--- config.mk ---
export PLATFORM = sky130hd
export DESIGN_NAME = bit_unstuffer
export DESIGN_NICKNAME = d
export VERILOG_FILES = /design/src/rtl/bit_unstuffer.sv
export SDC_FILE = /design/constraint.sdc
export NUM_CORES = 1
export LEC_CHECK = 0
export BUFFER_PORTS_ARGS = -buffer_cell sky130_fd_sc_hd__buf_2
export CORE_AREA = 2 2 42 44
export DETAILED_ROUTE_END_ITERATION = 10
export DIE_AREA = 0 0 44 46
export GPL_ROUTABILITY_DRIVEN = 0
export PLACE_DENSITY = 0.8
export SYNTH_ARGS = -nofsm -noshare
export SYNTH_HDL_FRONTEND = slang
export SYNTH_SLANG_ARGS = --single-unit
--- constraint.sdc ---
create_clock -name clock -period 2.1 [get_ports clock]
set_clock_uncertainty 0.05 [all_clocks]
set_input_delay 0.315 -clock clock [delete_from_list [all_inputs] [get_ports clock]]
set_output_delay 0.315 -clock clock [all_outputs]
set_load 0.02 [all_outputs]
--- src/rtl/bit_unstuffer.sv ---
// Receive-side USB bit unstuffer: forwards decoded bits, strips the stuffed 0
// after MAX_ONES consecutive 1s and flags a seventh 1 as a stuffing error.
module bit_unstuffer #(
    parameter int PID_BITS = 8,
    parameter int MAX_ONES = 6
) (
    input  logic clock,
    input  logic reset_n,
    input  logic rx_start,
    input  logic in_valid,
    input  logic in_bit,
    input  logic rx_eop,
    output logic out_bit,
    output logic out_valid,
    output logic drop_pulse,
    output logic stuff_err,
    output logic rx_active
);

    localparam int CW = (PID_BITS > 1) ? $clog2(PID_BITS) : 1;
    localparam int OW = $clog2(MAX_ONES + 1);
    localparam logic [CW-1:0] PID_LAST  = CW'(PID_BITS - 1);
    localparam logic [OW-1:0] ONES_LAST = OW'(MAX_ONES - 1);

    typedef enum logic [2:0] {
        ST_IDLE,
        ST_PID,
        ST_DATA,
        ST_STRIP,
        ST_ERROR
    } state_t;

    state_t          state_reg, state_next;
    logic [CW-1:0]   bit_cnt_reg, bit_cnt_next;
    logic [OW-1:0]   ones_cnt_reg, ones_cnt_next;
    logic            out_bit_next, out_valid_next, drop_pulse_next, stuff_err_next;
    logic            rx_active_next;

    always_ff @(posedge clock or negedge reset_n) begin
        if (!reset_n) begin
            state_reg    <= ST_IDLE;
            bit_cnt_reg  <= '0;
            ones_cnt_reg <= '0;
            out_bit      <= 1'b0;
            out_valid    <= 1'b0;
            drop_pulse   <= 1'b0;
            stuff_err    <= 1'b0;
            rx_active    <= 1'b0;
        end else begin
            state_reg    <= state_next;
            bit_cnt_reg  <= bit_cnt_next;
            ones_cnt_reg <= ones_cnt_next;
            out_bit      <= out_bit_next;
            out_valid    <= out_valid_next;
            drop_pulse   <= drop_pulse_next;
            stuff_err    <= stuff_err_next;
            rx_active    <= rx_active_next;
        end
    end

    // EOP wins over a coincident valid bit; idle strobes hold everything.
    always_comb begin
        state_next    = state_reg;
        bit_cnt_next  = bit_cnt_reg;
        ones_cnt_next = ones_cnt_reg;
        if (rx_eop) begin
            state_next    = ST_IDLE;
            bit_cnt_next  = '0;
            ones_cnt_next = '0;
        end else if (in_valid) begin
            case (state_reg)
                ST_IDLE: begin
                    if (rx_start) begin
                        state_next    = ST_PID;
                        bit_cnt_next  = CW'(1);
                        ones_cnt_next = '0;
                    end
                end
                ST_PID: begin
                    if (bit_cnt_reg == PID_LAST) begin
                        // Last PID bit seeds the run of ones.
                        state_next    = ST_DATA;
                        bit_cnt_next  = '0;
                        ones_cnt_next = OW'(in_bit);
                    end else begin
                        bit_cnt_next = bit_cnt_reg + CW'(1);
                    end
                end
                ST_DATA: begin
                    if (!in_bit) begin
                        ones_cnt_next = '0;
                    end else if (ones_cnt_reg == ONES_LAST) begin
                        ones_cnt_next = '0;
                        state_next    = ST_STRIP;
                    end else begin
                        ones_cnt_next = ones_cnt_reg + OW'(1);
                    end
                end
                ST_STRIP: begin
                    state_next = in_bit ? ST_ERROR : ST_DATA;
                end
                ST_ERROR: begin
                    state_next = ST_ERROR;
                end
                default: begin
                    state_next    = ST_IDLE;
                    bit_cnt_next  = '0;
                    ones_cnt_next = '0;
                end
            endcase
        end
    end

    always_comb begin
        out_valid_next  = 1'b0;
        drop_pulse_next = 1'b0;
        stuff_err_next  = 1'b0;
        if (!rx_eop && in_valid) begin
            case (state_reg)
                ST_IDLE:  out_valid_next  = rx_start;
                ST_PID,
                ST_DATA:  out_valid_next  = 1'b1;
                ST_STRIP: begin
                    drop_pulse_next = !in_bit;
                    stuff_err_next  = in_bit;
                end
                default:  out_valid_next  = 1'b0;
            endcase
        end
        out_bit_next   = out_valid_next ? in_bit : out_bit;
        rx_active_next = (state_next != ST_IDLE);
    end

endmodule

==> results of run 1 <==
==> logic make-up (layout without fill, tap and decap cells) <==
group	Yosys count	after routing	synth area share
AOI/OAI and AO/OA	20	20	0.173
adders and majority gates	2	2	0.0320
buffers and inverters	10	19	0.0673
DFF	14	14	0.449
muxes	1	1	0.0192
and+or+nand+nor	36	36	0.260
==> layout make-up <==
class / instances / area, µm²
repair buffers: 11 / 60.1
well taps: 17 / 21.3
clock buffers: 3 / 22.5
inverters: 5 / 18.8
multi-input cells: 59 / 378
flip-flops and latches: 14 / 350
fillers: 151 / 763
==> final timing paths <==
check	startpoint	to	slack, ns
setup reg to reg	bit_cnt_reg[0]	rx_active	0.32
hold / removal	in_bit	drop_pulse	0.23
min in group asynchronous	reset_n	drop_pulse	0.39
setup / recovery	bit_cnt_reg[0]	rx_active	0.32
max in group asynchronous	reset_n	rx_active	1.38
hold reg to reg	out_bit	out_bit	0.47
==> where the power goes <==
part | switching, W | internal (W) | total, W
clock network | 0.0000833 | 0.0000665 | 0.000150
registers | 0.0000107 | 0.000279 | 0.000290
logic | 0.0000407 | 0.0000310 | 0.0000717
total | 0.000135 | 0.000377 | 0.000511
==> cells in the mapped netlist (all sizes together) (3+ instances only) <==
cell,n
nand4,3
nor2,5
o21ai,5
buf,5
dfrtp,14
inv,5
a21oi,5
nand2,8
nor2b,4
==> stage by stage <==
step / setup WS, ns / util / std cells / total power [W]
final: 0.316 / 0.527 / 109 / 0.000511
after global routing: 0.184 / 0.527 / 109 / 0.000544
after CTS: 0.298 / 0.527 / 109 / 0.000519
after detailed placement: 0.326 / 0.507 / 105 / 0.000366
after floorplan: 0.536 / - / 83 / 0.000343
after global placement: 0.330 / 0.507 / 105 / 0.000364
==> layer usage <==
metal,vias up,global-route usage,wire [µm]
met2,13,0.232,675
met3,2,0.0397,60
met5,-,0,0
li1,314,-,-
met4,0,0.109,15
met1,294,0.226,700
==> layout by cell type (no fill, tap or decap), types with 3 or more instances in the layout <==
cell,n
dfrtp_1,14
buf_2,10
clkbuf_4,3
nor2_1,5
nand2_1,8
nand4_1,3
a21oi_1,5
nor2b_1,4
inv_1,5
o21ai_1,4
==> impl_metrics.yaml, run 1 <==
worst_setup_path:
  cp.required_ns: 2.27
  cp_num_buf_inv: 0
  critical_path_depth: 6
  worst-setup-path-type: "flip-flop to flip-flop"
  reg2reg_depth: 6
  path_cells: "ha_1 > ha_1 > nor2b_1 > o21ai_1 > a221oi_1 > a2111o_1"
  worstPathArrival_ns: 1.95
  worstPathMaxFanout: 3
  cp-start-kind: "flip-flop"
  cp_top_family: "compound AO/OA/AOI/OAI gates"
  critPathCaptureType: "flip-flop"
  slowest_stage: "dfrtp_1"
  critPathMaxStageDelay_ns: 0.42
  crit_top_cell: "ha_1"
sta:
  rsz0062_at_grt: "no"
  fin_crit_ns: 1.78
  hold_viol: 0
  finalSetupViolations: 0
  period_share: 0.849
  worst_pin_slew_ns: 0.465
  maxSlewHeadroom: 0.690
  final_max_slew_viol_count: 0
  fin_setup_tns_ns: 0
  holdWs_ns: 0.231
  fmax_mhz: 561
yosys:
  synth_edf_count: 0
  synth_top_cell_area_share: 0.449
  avgSynthCellArea_um2: 9.41
  syn_inst: 83
  ys_seq_area_frac: 0.449
  ys_warn_count: 0
  synth.largest_area_cell: "dfrtp_1"
  synth_ff_type: "dfrtp_1"
  synthDistinctLibCells: 33
  syn_nets: 91
  synth_area_leaders: "dfrtp_1 45%, nand2_1 3.8%, a21oi_1 3.2%, ha_1 3.2%, nor2b_1 3.2%"
  ys_async_sr_fraction: 1.00
  ys_ff_latch: 14
  syn_area_um2: 781
floorplan:
  dieArea_mm2: 0.00202
  die_x_um: 44
  ioPinCount: 11
  core_mm2: 0.00161
  start_util: 0.484
  rows: 15
  die_h_um: 46
run:
  drv_cap: 0
global_routing:
  antenna_found_initial: 0
  grt_pass1_wl_um: 2330
  grt_pass1_vias: 502
  grt_overflow: 0
  grt_max_degree: 18
  track_usage: 0.166
cells_and_area:
  design_area_um2: 851
  area_delta_synth_final_pct: 8.97
  diodes: 0
  drive_gt1_frac: 0.174
  fin_nets: 102
placed_design:
  placed_area_um2: 818
  portBuffers: 10
  hpwl_um: 1050
worst_hold_path:
  holdPathStages: 2
  hold_class: "input port to flip-flop"
clock_tree:
  cts_made_buffers: 3
  cts_tree: "done"
  cts_root_buffer: "clkbuf_4"
  cts.clk_slew.worst_paths_ns: 0.08
  cts_sinks: 14
  clock_latency_ns: 0.28
  post_cts_resized: 0
  cts.hold.buffers_added: 1
  h-tree-depth: 1
  cts_setup_buffers: 0
  clk_path_buf_depth: 2
power:
  ir_drop_mv: 0.307
  power_density_mw_per_mm2: 601
  p_leak_nw: 0.410
run_status:
  outcome: "finished clean"
detailed_routing:
  wl_per_cell_um: 13.3
  drt_wl_total_um: 1450
  drtPass1Iterations: 4
  drtIter0Drc: 13
  via_per_inst: 5.72
  antenna_left: 0
  vias: 623
  drc: 0
No activity file was read; power rests on OpenSTA's default activity.
==> run 2: changes to the inputs <==
- CORE_AREA: 2 2 42 44 -> 2 2 44 46
- DIE_AREA: 0 0 44 46 -> 0 0 46 48
- PLACE_DENSITY: 0.8 -> 0.77
- clock period: 2.1 -> 1.55 ns (I/O delays scaled with it)
==> impl_metrics.yaml, run 2 (synthesis results as in run 1) <==
run_status:
  outcome: "finished clean"
placed_design:
  portBuffers: 10
  hpwl_um: 1170
sta:
  hold_viol: 0
  holdWs_ns: 0.129
  period_share: 1.00
  rsz0062_at_grt: "yes"
  worst_pin_slew_ns: 0.352
  finalSetupViolations: 0
  maxSlewHeadroom: 0.763
  fin_crit_ns: 1.55
  final_max_slew_viol_count: 0
  fmax_mhz: 645
cells_and_area:
  n_fill_cell: 142
  layout_commonest_cell: "buf_4"
  diodes: 0
  area_delta_synth_final_pct: 32.4
  drive_gt1_frac: 0.402
  seqCellArea_um2: 354
  fin_nets: 116
  multi_input_area_um2: 430
  layout_common_cells: "12 x buf_4, 11 x dfrtp_1, 10 x buf_2"
  finish.utilization: 0.612
clock_tree:
  cts_tree: "done"
  cts_sinks: 14
  clk_path_buf_depth: 2
  cts_made_buffers: 3
  clock_latency_ns: 0.29
  cts_root_buffer: "clkbuf_4"
  cts.clk_slew.worst_paths_ns: 0.08
  h-tree-depth: 1
worst_setup_path:
  r2r-start: "bit_cnt_reg[0]"
  critPathCaptureType: "flip-flop"
  rrSetupSlack_ns: 0.000008
  cp_num_buf_inv: 1
  worst-setup-path-type: "flip-flop to flip-flop"
  rr_endpoint: "ones_cnt_reg[2]"
  slowest_stage: "dfrtp_1"
  path_cells: "ha_2 > ha_4 > nor2b_4 > o221ai_2 > buf_4 > o21ai_2 > o22ai_1"
  cp_top_family: "flip-flops"
  reg2reg_depth: 7
  worstPathArrival_ns: 1.70
  worstPathMaxFanout: 3
  cp-start-kind: "flip-flop"
  cp.required_ns: 1.70
  critPathMaxStageDelay_ns: 0.39
floorplan:
  core_mm2: 0.00169
  dieArea_mm2: 0.00221
  rows: 15
  ioPinCount: 11
  die_x_um: 46
  start_util: 0.462
  die_h_um: 48
detailed_routing:
  vias: 715
  drtIter0Drc: 5
  wl_per_cell_um: 14.5
  drt_wl_total_um: 1800
  drc: 0
  antenna_left: 0
  via_per_inst: 5.77
  drtPass1Iterations: 4
worst_hold_path:
  hp-start: "in_bit"
  hold_end: "drop_pulse"
  holdPathStages: 2
  hold_class: "input port to flip-flop"
global_routing:
  grt_pass1_vias: 631
  grt_max_degree: 15
  grt_overflow: 0
  grt_pass1_wl_um: 2900
  track_usage: 0.190
  antenna_found_initial: 0
power:
  fin_total_pwr_w: 0.000802
  p_leak_nw: 0.488
  ir_drop_mv: 0.453
  power_density_mw_per_mm2: 776
run:
  drv_cap: 0
[run 2: cell count changes in the layout (fill, tap and decap cells not counted), sizes merged]
cell,previous run,this run
buf,10,24
clkbuf,3,4
[run 2: worst reg2reg max path: cells and delay by family (launching register included)]
family	cells	cell delay [ns]
compound gates	3	0.39
fa+ha+maj	2	0.37
simple gates	1	0.12
flops	1	0.39
buf+inv	1	0.15
[run 2: area by class of cell]
| cell class | count | area share |
|---|---|---|
| Clock buffer | 4 | 0.0351 |
| Inverter | 5 | 0.0182 |
| Multi-Input combinational cell | 59 | 0.416 |
| Sequential cell | 14 | 0.343 |
| Tap cell | 17 | 0.0206 |
| Timing Repair Buffer | 25 | 0.167 |
[run 2: worst max path at each step]
| stage | cells after the start | end | start |
|---|---|---|---|
| floorplan | 6 | rx_active | bit_cnt_reg[0] |
| global placement | 6 | ones_cnt_reg[0] | bit_cnt_reg[1] |
| detailed placement | 6 | rx_active | bit_cnt_reg[0] |
| CTS | 6 | ones_cnt_reg[0] | bit_cnt_reg[0] |
| global route | 7 | ones_cnt_reg[2] | bit_cnt_reg[0] |
| finish | 7 | ones_cnt_reg[2] | bit_cnt_reg[0] |
[run 2: repair_timing]
item                                    CTS  global route
hold buffers                              1             0
gates resized for setup                   9             8
endpoints found under the hold margin    14             0
endpoints found under the setup margin    5             8
pin swaps                                 5            10
buffers inserted                          4             2
[run 2: per-stage QoR]
| stage | instance area (µm²) | instances | setup WS (ns) | setup TNS, ns |
|---|---|---|---|---|
| 2_1_floorplan | 787 | 83 | 0.0274 | 0 |
| 3_3_place_gp | 885 | 113 | -0.0157 | -0.0250 |
| 3_5_place_dp | 885 | 113 | -0.0735 | -0.293 |
| 4_1_cts | 995 | 122 | -0.00915 | -0.00915 |
| 5_1_grt | 1030 | 124 | -0.0710 | -0.322 |
| 6_report | 1030 | 124 | 0.00000810 | 0 |
[run 2: layer usage]
metal | up-vias | routed length (µm) | global-route usage
met5 | - | 0 | 0
met4 | 0 | 29 | 0.0857
met3 | 5 | 82 | 0.0453
met2 | 24 | 893 | 0.303
met1 | 339 | 792 | 0.246
li1 | 347 | - | -
[run 2: power breakdown]
group	leakage (nW)	switching [W]	internal, W	total, W
Clock	0.0210	0.000126	0.000143	0.000269
Combinational	0.281	0.0000735	0.0000719	0.000145
Sequential	0.186	0.00000897	0.000379	0.000388
Total	0.488	0.000209	0.000594	0.000802
